<file path="config.mk">
export PLATFORM = sky130hd
export DESIGN_NAME = llc_input_arbiter_flat
export DESIGN_NICKNAME = d
export VERILOG_FILES = /design/src/rtl/llc_input_arbiter_pkg.sv /design/src/rtl/llc_input_arbiter_if.sv /design/src/rtl/llc_input_arbiter_prio_sel.sv /design/src/rtl/llc_input_arbiter.sv /design/src/flat_wrapper.sv
export SDC_FILE = /design/constraint.sdc
export NUM_CORES = 1
export LEC_CHECK = 0
export CAP_MARGIN = 20
export CORE_AREA = 2 2 39 41
export DETAILED_ROUTE_END_ITERATION = 10
export DIE_AREA = 0 0 41 43
export HOLD_SLACK_MARGIN = 0.1
export PLACE_DENSITY = 0.69
export SLEW_MARGIN = 30
export SYNTH_ARGS = -nofsm -noshare
export SYNTH_HDL_FRONTEND = slang
export SYNTH_SLANG_ARGS = --single-unit
</file>
<file path="constraint.sdc">
create_clock -name clk -period 2.7 [get_ports clk]
set_input_delay 0.54 -clock clk [delete_from_list [all_inputs] [get_ports clk]]
set_output_delay 0.54 -clock clk [all_outputs]
set_load 0.01 [all_outputs]
</file>
<file path="src/rtl/llc_input_arbiter_pkg.sv">
// Shared types and constants for the LLC input arbiter.
// Optional statistics counters are enabled with LLC_ARB_STATS_EN.
package llc_input_arbiter_pkg;

    typedef enum logic [1:0] {
        CH_RST_TB = 2'd0,
        CH_RSP    = 2'd1,
        CH_REQ    = 2'd2,
        CH_DMA    = 2'd3
    } llc_in_ch_t;

    localparam int unsigned LLC_ARB_STARVE_LIMIT = 8;
    localparam int unsigned LLC_ARB_STAT_W       = 16;

    // Counter width for a given limit; a zero limit still needs one bit.
    function automatic int unsigned cnt_width(input int unsigned limit);
        return (limit == 0) ? 1 : $clog2(limit + 1);
    endfunction

    function automatic logic [LLC_ARB_STAT_W-1:0] sat_inc(input logic [LLC_ARB_STAT_W-1:0] v);
        return (&v) ? v : v + LLC_ARB_STAT_W'(1);
    endfunction

endpackage

</file>
<file path="src/rtl/llc_input_arbiter_if.sv">
// Channel valid/pop signals and grant handshake between the LLC input queues and the arbiter.
// Statistics outputs exist only when LLC_ARB_STATS_EN is defined.
interface llc_input_arbiter_if;
    import llc_input_arbiter_pkg::*;

    logic       rst_tb_valid_in;
    logic       rsp_valid_in;
    logic       req_valid_in;
    logic       dma_req_valid_in;
    logic       req_stall;
    logic       dma_pending;
    logic       rst_tb_pop;
    logic       rsp_pop;
    logic       req_pop;
    logic       dma_req_pop;
    logic       grant_valid;
    logic [1:0] grant_ch;
    logic       grant_ready;
    logic       dma_promoted;
`ifdef LLC_ARB_STATS_EN
    logic [LLC_ARB_STAT_W-1:0] grant_cnt_rst_tb;
    logic [LLC_ARB_STAT_W-1:0] grant_cnt_rsp;
    logic [LLC_ARB_STAT_W-1:0] grant_cnt_req;
    logic [LLC_ARB_STAT_W-1:0] grant_cnt_dma;
    logic [LLC_ARB_STAT_W-1:0] stall_cycles;
`endif

    // Queue/decoder side.
    modport master (
        output rst_tb_valid_in, rsp_valid_in, req_valid_in, dma_req_valid_in,
        output req_stall, dma_pending, grant_ready,
        input  rst_tb_pop, rsp_pop, req_pop, dma_req_pop,
        input  grant_valid, grant_ch, dma_promoted
`ifdef LLC_ARB_STATS_EN
        , input grant_cnt_rst_tb, grant_cnt_rsp, grant_cnt_req, grant_cnt_dma, stall_cycles
`endif
    );

    // Arbiter side.
    modport slave (
        input  rst_tb_valid_in, rsp_valid_in, req_valid_in, dma_req_valid_in,
        input  req_stall, dma_pending, grant_ready,
        output rst_tb_pop, rsp_pop, req_pop, dma_req_pop,
        output grant_valid, grant_ch, dma_promoted
`ifdef LLC_ARB_STATS_EN
        , output grant_cnt_rst_tb, grant_cnt_rsp, grant_cnt_req, grant_cnt_dma, stall_cycles
`endif
    );

endinterface

</file>
<file path="src/rtl/llc_input_arbiter_prio_sel.sv">
// Combinational 4-way fixed-priority picker; promote swaps DMA above REQ.
module llc_arb_prio_sel
    import llc_input_arbiter_pkg::*;
(
    input  logic [3:0]  elig,
    input  logic        promote,
    output llc_in_ch_t  winner,
    output logic        any_valid
);

    always_comb begin
        winner    = CH_RST_TB;
        any_valid = |elig;
        if (elig[CH_RST_TB]) begin
            winner = CH_RST_TB;
        end else if (elig[CH_RSP]) begin
            winner = CH_RSP;
        end else if (promote && elig[CH_DMA]) begin
            winner = CH_DMA;
        end else if (elig[CH_REQ]) begin
            winner = CH_REQ;
        end else if (elig[CH_DMA]) begin
            winner = CH_DMA;
        end
    end

endmodule

</file>
<file path="src/rtl/llc_input_arbiter.sv">
// Registered arbiter selecting one LLC input channel per cycle for the decode stage.
// Define LLC_ARB_STATS_EN to add saturating grant/stall statistics counters.
module llc_input_arbiter
    import llc_input_arbiter_pkg::*;
#(
    parameter int unsigned STARVE_LIMIT = LLC_ARB_STARVE_LIMIT
) (
    input  logic              clk,
    input  logic              rst,
    llc_input_arbiter_if.slave bus
);

    localparam int unsigned CNT_W = cnt_width(STARVE_LIMIT);
    localparam logic [CNT_W-1:0] CNT_MAX = CNT_W'(STARVE_LIMIT);

    typedef enum logic {ST_EMPTY, ST_FULL} state_t;

    state_t            state_q;
    llc_in_ch_t        ch_q;
    logic [CNT_W-1:0]  cnt_q;
    logic [CNT_W-1:0]  cnt_d;
    logic              promoted_q;

    logic [3:0]        elig;
    logic              promote_eff;
    llc_in_ch_t        winner;
    logic              any_valid;
    logic              load;

    always_comb begin
        elig            = '0;
        elig[CH_RST_TB] = bus.rst_tb_valid_in & ~bus.dma_pending;
        elig[CH_RSP]    = bus.rsp_valid_in;
        elig[CH_REQ]    = bus.req_valid_in & ~bus.req_stall;
        elig[CH_DMA]    = bus.dma_req_valid_in & ~bus.req_stall;
    end

    // A zero limit leaves DMA ahead of REQ unconditionally.
    assign promote_eff = promoted_q | (STARVE_LIMIT == 0);

    llc_arb_prio_sel u_prio_sel (
        .elig      (elig),
        .promote   (promote_eff),
        .winner    (winner),
        .any_valid (any_valid)
    );

    assign load = ~rst & any_valid & ((state_q == ST_EMPTY) | bus.grant_ready);

    // Starvation count for the round being loaded.
    always_comb begin
        cnt_d = '0;
        if (elig[CH_DMA] && (winner != CH_DMA)) begin
            cnt_d = (cnt_q == CNT_MAX) ? cnt_q : cnt_q + CNT_W'(1);
        end
    end

    always_ff @(posedge clk) begin
        if (rst) begin
            state_q    <= ST_EMPTY;
            ch_q       <= CH_RST_TB;
            cnt_q      <= '0;
            promoted_q <= 1'b0;
        end else if (load) begin
            state_q    <= ST_FULL;
            ch_q       <= winner;
            cnt_q      <= cnt_d;
            promoted_q <= (cnt_d == CNT_MAX);
        end else if (bus.grant_ready) begin
            state_q    <= ST_EMPTY;
        end
    end

    assign bus.grant_valid  = (state_q == ST_FULL);
    assign bus.grant_ch     = ch_q;
    assign bus.dma_promoted = promoted_q;

    assign bus.rst_tb_pop  = load & (winner == CH_RST_TB);
    assign bus.rsp_pop     = load & (winner == CH_RSP);
    assign bus.req_pop     = load & (winner == CH_REQ);
    assign bus.dma_req_pop = load & (winner == CH_DMA);

`ifdef LLC_ARB_STATS_EN
    logic [LLC_ARB_STAT_W-1:0] cnt_rst_tb_q;
    logic [LLC_ARB_STAT_W-1:0] cnt_rsp_q;
    logic [LLC_ARB_STAT_W-1:0] cnt_req_q;
    logic [LLC_ARB_STAT_W-1:0] cnt_dma_q;
    logic [LLC_ARB_STAT_W-1:0] stall_q;

    always_ff @(posedge clk) begin
        if (rst) begin
            cnt_rst_tb_q <= '0;
            cnt_rsp_q    <= '0;
            cnt_req_q    <= '0;
            cnt_dma_q    <= '0;
            stall_q      <= '0;
        end else begin
            if (bus.rst_tb_pop)  cnt_rst_tb_q <= sat_inc(cnt_rst_tb_q);
            if (bus.rsp_pop)     cnt_rsp_q    <= sat_inc(cnt_rsp_q);
            if (bus.req_pop)     cnt_req_q    <= sat_inc(cnt_req_q);
            if (bus.dma_req_pop) cnt_dma_q    <= sat_inc(cnt_dma_q);
            if ((state_q == ST_FULL) && !bus.grant_ready) stall_q <= sat_inc(stall_q);
        end
    end

    assign bus.grant_cnt_rst_tb = cnt_rst_tb_q;
    assign bus.grant_cnt_rsp    = cnt_rsp_q;
    assign bus.grant_cnt_req    = cnt_req_q;
    assign bus.grant_cnt_dma    = cnt_dma_q;
    assign bus.stall_cycles     = stall_q;
`endif

endmodule

</file>
<file path="src/flat_wrapper.sv">
// flat-port wrapper written by rule: the top's interface ports become plain ports
module llc_input_arbiter_flat import llc_input_arbiter_pkg::*;
#(
    parameter int unsigned STARVE_LIMIT = LLC_ARB_STARVE_LIMIT
)
  (clk, rst, bus_rst_tb_valid_in, bus_rsp_valid_in, bus_req_valid_in, bus_dma_req_valid_in, bus_req_stall, bus_dma_pending, bus_grant_ready, bus_rst_tb_pop, bus_rsp_pop, bus_req_pop, bus_dma_req_pop, bus_grant_valid, bus_grant_ch, bus_dma_promoted);
  llc_input_arbiter_if bus_i ();
  input  logic clk;
  input  logic rst;
  input wire logic [$bits(bus_i.rst_tb_valid_in)-1:0] bus_rst_tb_valid_in;
  input wire logic [$bits(bus_i.rsp_valid_in)-1:0] bus_rsp_valid_in;
  input wire logic [$bits(bus_i.req_valid_in)-1:0] bus_req_valid_in;
  input wire logic [$bits(bus_i.dma_req_valid_in)-1:0] bus_dma_req_valid_in;
  input wire logic [$bits(bus_i.req_stall)-1:0] bus_req_stall;
  input wire logic [$bits(bus_i.dma_pending)-1:0] bus_dma_pending;
  input wire logic [$bits(bus_i.grant_ready)-1:0] bus_grant_ready;
  output wire logic [$bits(bus_i.rst_tb_pop)-1:0] bus_rst_tb_pop;
  output wire logic [$bits(bus_i.rsp_pop)-1:0] bus_rsp_pop;
  output wire logic [$bits(bus_i.req_pop)-1:0] bus_req_pop;
  output wire logic [$bits(bus_i.dma_req_pop)-1:0] bus_dma_req_pop;
  output wire logic [$bits(bus_i.grant_valid)-1:0] bus_grant_valid;
  output wire logic [$bits(bus_i.grant_ch)-1:0] bus_grant_ch;
  output wire logic [$bits(bus_i.dma_promoted)-1:0] bus_dma_promoted;
  assign bus_i.rst_tb_valid_in = bus_rst_tb_valid_in;
  assign bus_i.rsp_valid_in = bus_rsp_valid_in;
  assign bus_i.req_valid_in = bus_req_valid_in;
  assign bus_i.dma_req_valid_in = bus_dma_req_valid_in;
  assign bus_i.req_stall = bus_req_stall;
  assign bus_i.dma_pending = bus_dma_pending;
  assign bus_i.grant_ready = bus_grant_ready;
  assign bus_rst_tb_pop = bus_i.rst_tb_pop;
  assign bus_rsp_pop = bus_i.rsp_pop;
  assign bus_req_pop = bus_i.req_pop;
  assign bus_dma_req_pop = bus_i.dma_req_pop;
  assign bus_grant_valid = bus_i.grant_valid;
  assign bus_grant_ch = bus_i.grant_ch;
  assign bus_dma_promoted = bus_i.dma_promoted;
  llc_input_arbiter #(.STARVE_LIMIT(STARVE_LIMIT)) u_core (.clk(clk), .rst(rst), .bus(bus_i));
endmodule
</file>
==> impl_metrics.yaml, run 1 <==
detailed_routing:
  wl_met1_microns: 576
  firstDrtPassIters: 4
  top_layer: "met4"
  met3_length_microns: 33
  antenna_left: 0
  drc_errors: 0
  wl_per_cell_microns: 11.2
  post_drt_via_cell_ratio: 5.15
  wl_mm: 1.13
  num_vias: 520
  drt_iter0_drc: 9
  wl_met2_microns: 505
grt:
  gr-usage-all-layers: 0.159
  grt_pass1_wl_mm: 1.96
  grt_max_degree: 8
  grt_overflow: 0
  grt_pass1_vias: 466
  antenna_found_initial: 0
clock_network:
  cts_sinks: 8
  htree_levels: 1
  clk_latency_ps: 260
  cts_tree: "yes"
  cts.repair_timing.setup_buffer_count: 0
  root_buffer: "clkbuf_4"
  cts_buffer_depth: 2
  cts_buffers: 3
  clk_pin_slew_ps: 50
power_and_ir_drop:
  seqPwrFrac: 0.428
  clkPwrFrac: 0.326
  max-vdd-ir-drop_uv: 196
  power_mw: 0.295
  p_int_mw: 0.216
  p_leak_nw: 0.327
  swShare: 0.268
  powerDensity_mw_per_mm2: 375
  p_switching_mw: 0.0790
  p_comb_frac: 0.245
placement:
  portBuffers: 16
  post-place-ws_ps: 5.66
  globalplace.congestion: 0.753
  dpl.hpwl_microns: 898
yosys:
  syn_area_sq_um: 514
  syn_nets: 68
  synth_seq_cells: 8
  synth_area_per_cell_sq_um: 9.02
  ys_warn_count: 0
  synth_cell_types: 35
  synthCells: 57
  ys_seq_area_frac: 0.311
cells_and_area:
  areaGrowthSynthToFinish_pct: 52.8
  multiInputGateArea_sq_um: 339
  seqCellArea_sq_um: 160
  drive_gt1_frac: 0.247
  mostFrequentLayoutCell: "clkdlybuf4s50_1"
  diodes: 0
  final_cell_mix: "clkdlybuf4s50_1, buf_4, dfxtp_1, inv_1, nor2_1"
  fill_cells: 123
  nets: 98
timing:
  worst_pin_slew_ps: 454
  slew_violations: 0
  rsz0062_at_grt: "false"
  period_minus_slack_ps: 2580
  finalSetupViolCount: 0
  worst_hold_slack_ps: 497
  hold_violations: 0
  tns_ps: 0
  fmax_mhz: 387
  slew-limit-headroom: 0.690
  setup_slack_ps: 116
  skew_ps: 7.32
  finalCritPeriodShare: 0.957
worst_setup_path:
  crit_path_max_fanout: 2
  cp.arrival_ps: 2040
  cp-start-kind: "input port"
  crit_required_ps: 2160
  critPathKind: "in -> out"
  critPathCaptureType: "primary output"
die:
  num_rows: 14
  die-area_sq_mm: 0.00176
  initial_utilization: 0.372
  core-area_sq_mm: 0.00138
  floorplan.die.width_microns: 41
  die_y_microns: 43
  io_pins: 17
flow_run:
  maxCapViolCount: 0
hold_path:
  hp-class: "reg -> reg"
run_status:
  status: "finished, final reports clean"
-- through the flow --
stage,instances,utilization,cell area [sq um]
floorplan,57,-,514
global placement,98,0.551,762
detailed placement,98,0.551,762
CTS,101,0.566,783
global route,101,0.568,786
finish,101,0.568,786
-- cells in the mapped netlist --
| cell type | count | area (sq um) |
|---|---|---|
| a2111oi_0 | 2 | 17.5 |
| a2111oi_2 | 1 | 15.0 |
| a211oi_1 | 2 | 15.0 |
| a21bo_2 | 1 | 10.0 |
| a21o_2 | 1 | 8.76 |
| a21oi_1 | 2 | 10.0 |
| a21oi_2 | 1 | 8.76 |
| a221o_1 | 1 | 10.0 |
| a221o_2 | 1 | 11.3 |
| a22o_1 | 1 | 8.76 |
| a31oi_1 | 1 | 6.26 |
| a32o_1 | 1 | 10.0 |
| and2b_1 | 1 | 7.51 |
| and3_1 | 2 | 12.5 |
| dfxtp_1 | 8 | 160 |
| ha_1 | 2 | 25.0 |
| inv_1 | 4 | 15.0 |
| nand2_1 | 3 | 11.3 |
| nand2b_1 | 3 | 18.8 |
| nand2b_4 | 1 | 13.8 |
| nand3_1 | 1 | 5.00 |
| nand3_2 | 1 | 10.0 |
| nand3b_1 | 1 | 7.51 |
| nor2_1 | 4 | 15.0 |
| nor2_2 | 1 | 6.26 |
| nor2b_1 | 1 | 6.26 |
| nor2b_2 | 1 | 8.76 |
| nor3_1 | 1 | 5.00 |
| nor4b_1 | 1 | 8.76 |
| o2111ai_1 | 1 | 8.76 |
| o21a_1 | 1 | 7.51 |
| o21ai_0 | 1 | 5.00 |
| o21bai_1 | 1 | 7.51 |
| o22a_1 | 1 | 8.76 |
| xor2_1 | 1 | 8.76 |
-- layer usage --
metal | vias up | track usage
li1 | 278 | -
met2 | 10 | 0.209
met3 | 2 | 0.0314
met4 | 0 | 0.0800
met5 | - | 0
met1 | 230 | 0.237
-- logic make-up (layout without fill, tap and decap cells) --
| kind of cell | after synthesis | after routing | synth area share |
|---|---|---|---|
| flops | 8 | 8 | 0.311 |
| xor+xnor | 1 | 1 | 0.0170 |
| simple gates | 22 | 22 | 0.265 |
| compound gates | 20 | 20 | 0.328 |
| buf+inv | 4 | 32 | 0.0292 |
| fa+ha+maj | 2 | 2 | 0.0487 |
-- registers in the layout, indices dropped and copies added (netlist names) --
register and flops:
u_core.cnt_q 4, u_core.bus.grant_ch 2, u_core.bus.dma_promoted 1, u_core.bus.grant_valid 1
-- cell type report --
type | count | share of cell area
clock buffers | 3 | 0.0287
inverters | 4 | 0.0191
multi-input cells | 45 | 0.432
flip-flops and latches | 8 | 0.204
well taps | 16 | 0.0255
repair buffers | 25 | 0.291
-- power by group through the flow --
stage	registers, mW	logic [mW]	clock network (mW)
floorplan	0.130	0.0295	0
global placement	0.129	0.0725	0
detailed placement	0.129	0.0726	0
CTS	0.126	0.0727	0.101
global route	0.127	0.0794	0.108
finish	0.126	0.0723	0.0961
-- final timing paths --
path,endpoint,start,depth (start not counted),slack [ps]
max,bus_rsp_pop,bus_grant_ready,6,120
min,u_core.bus.dma_promoted,u_core.bus.dma_promoted,1,500
max reg2reg,u_core.cnt_q[0],u_core.cnt_q[0],6,1070
min reg2reg,u_core.bus.dma_promoted,u_core.bus.dma_promoted,1,500
-- worst max-delay path: stages --
cell             delay, ps
clkdlybuf4s50_1        450
nand2b_1               130
buf_4                  110
and2b_1                130
and3_1                 150
clkdlybuf4s50_1        530
-- what timing repair did --
action / 4_1_cts / 5_1_grt
hold buffers: 0 / 0
resized for setup: 1 / 1
pin swaps: 0 / 0
setup endpoints to repair: 1 / 1
(Power assumes the default switching activity.)
==> run 2, diff against run 1 <==
--- a/config.mk
+++ b/config.mk
@@ -11,6 +11,7 @@
 export DIE_AREA = 0 0 41 43
 export HOLD_SLACK_MARGIN = 0.1
 export PLACE_DENSITY = 0.69
+export REMOVE_ABC_BUFFERS = 1
 export SLEW_MARGIN = 30
 export SYNTH_ARGS = -nofsm -noshare
 export SYNTH_HDL_FRONTEND = slang
==> results of run 2 <==
No change in the layout: final DEF, timing and power equal those of run 1.
==> run 3, diff against run 2 <==
--- a/config.mk
+++ b/config.mk
@@ -9,8 +9,8 @@
 export CORE_AREA = 2 2 39 41
 export DETAILED_ROUTE_END_ITERATION = 10
 export DIE_AREA = 0 0 41 43
+export DONT_BUFFER_PORTS = 1
 export HOLD_SLACK_MARGIN = 0.1
-export PLACE_DENSITY = 0.69
 export REMOVE_ABC_BUFFERS = 1
 export SLEW_MARGIN = 30
 export SYNTH_ARGS = -nofsm -noshare
==> constraint.sdc (replaced) <==
create_clock -name clk -period 3 [get_ports clk]
set_input_delay 0.6 -clock clk [delete_from_list [all_inputs] [get_ports clk]]
set_output_delay 0.6 -clock clk [all_outputs]
set_load 0.01 [all_outputs]
==> run 3 against run 2 <==
Sequential power shrank 8%. Utilization shrank 17 points. Die area is the same. Wire length shrank 11%. Clock-buffer cell count is the same. Non-clock buffer count shrank 25. Largest cell class unchanged.
==> impl_metrics.yaml, run 3 (synthesis results as in run 1) <==
timing:
  worst_pin_slew_ps: 574
  hold_violations: 0
  skew_ps: 3.58
  finalSetupViolCount: 0
  period_minus_slack_ps: 2200
  tns_ps: 0
  rsz0062_at_grt: "false"
  slew-limit-headroom: 0.612
  slew_violations: 0
  finalCritPeriodShare: 0.733
  setup_slack_ps: 802
  fmax_mhz: 455
clock_network:
  cts.repair_timing.setup_buffer_count: 0
  cts_buffers: 3
  root_buffer: "clkbuf_4"
  clk_pin_slew_ps: 60
  htree_levels: 1
  ctsHoldBuffers: 0
  cts_buffer_depth: 2
  cts_sinks: 8
  cts_tree: "yes"
  clk_latency_ps: 250
  cts_resized: 0
detailed_routing:
  wl_per_cell_microns: 13.3
  post_drt_via_cell_ratio: 5.75
  wl_mm: 1.01
  drc_errors: 0
  firstDrtPassIters: 3
  antenna_left: 0
  drt_iter0_drc: 7
  num_vias: 437
grt:
  grt_pass1_vias: 426
  grt_max_degree: 8
  grt_pass1_wl_mm: 1.79
  grt_overflow: 0
  antenna_found_initial: 0
  gr-usage-all-layers: 0.151
placement:
  portBuffers: 0
  dpl.hpwl_microns: 807
  post-place-ws_ps: 801
  globalplace.congestion: 0.774
die:
  core-area_sq_mm: 0.00138
  io_pins: 17
  die-area_sq_mm: 0.00176
  floorplan.die.width_microns: 41
  num_rows: 14
  die_y_microns: 43
  initial_utilization: 0.372
cells_and_area:
  largest_register_ffs: 4
  largest-register: "u_core.cnt_q"
  drive_gt1_frac: 0.200
  diodes: 0
  mostFrequentLayoutCell: "dfxtp_1"
  final_cell_mix: "dfxtp_1, inv_1, nor2_1"
  areaGrowthSynthToFinish_pct: 8.27
  multiInputGateArea_sq_um: 339
  nets: 73
  seqCellArea_sq_um: 160
  fill_cells: 139
worst_setup_path:
  critPathKind: "in -> out"
  crit_required_ps: 2400
  crit_path_max_fanout: 7
  cp-start-kind: "input port"
  critPathCaptureType: "primary output"
  cp.arrival_ps: 1600
power_and_ir_drop:
  max-vdd-ir-drop_uv: 209
  powerDensity_mw_per_mm2: 413
  p_leak_nw: 0.201
run_status:
  status: "finished, final reports clean"
flow_run:
  maxCapViolCount: 0
hold_path:
  hp-class: "in -> reg"
==> run 3: cell types whose count changed in the layout (fill, tap and decap cells not counted) <==
cell,change
dlymetal6s2s_1,-1
clkdlybuf4s50_1,-14
dlygate4sd2_1,-1
buf_4,-9
==> run 3: per-stage QoR <==
| stage | cells | utilization | hold slack [ps] | total power, mW | instance area, sq um |
|---|---|---|---|---|---|
| finish | 76 | 0.402 | 407 | 0.230 | 557 |
| global route | 76 | 0.402 | 393 | 0.242 | 557 |
| CTS | 76 | 0.402 | 403 | 0.232 | 557 |
| detailed placement | 73 | 0.386 | 538 | 0.149 | 534 |
| global placement | 73 | 0.386 | 528 | 0.149 | 534 |
| floorplan | 57 | - | 502 | 0.144 | 514 |
==> run 3: final cells by class <==
class,count,area share
inverter,4,0.0270
clock buffer,3,0.0404
multi-input combinational,45,0.609
tap,16,0.0360
sequential,8,0.288
==> run 3: final timing paths <==
kind	cells past startpoint	to	slack (ps)	startpoint
setup / recovery	4	bus_req_pop	800	bus_grant_ready
hold / removal	1	u_core.bus.grant_ch[0]	410	rst
setup reg to reg	6	u_core.cnt_q[0]	1440	u_core.cnt_q[0]
hold reg to reg	1	u_core.cnt_q[3]	550	u_core.cnt_q[3]
==> run 3: power by group <==
part | internal [mW] | switching (mW)
combinational | 0.0132 | 0.0182
clock | 0.0458 | 0.0371
sequential | 0.111 | 0.00496
==> run 3: worst max-delay path: stages <==
cell,delay [ps]
nand2b_1,110
nand2b_1,160
nor2_1,210
nor4b_1,510
==> run 3: metal layers <==
metal  share of wire  global-route usage  vias up  wire [microns]
met4           0.024               0.100        0              24
met2            0.49               0.209       11             498
met1            0.43               0.190      196             437
li1                -                   -      226               -
met5               0                   0        -               0
met3           0.051              0.0524        4              52
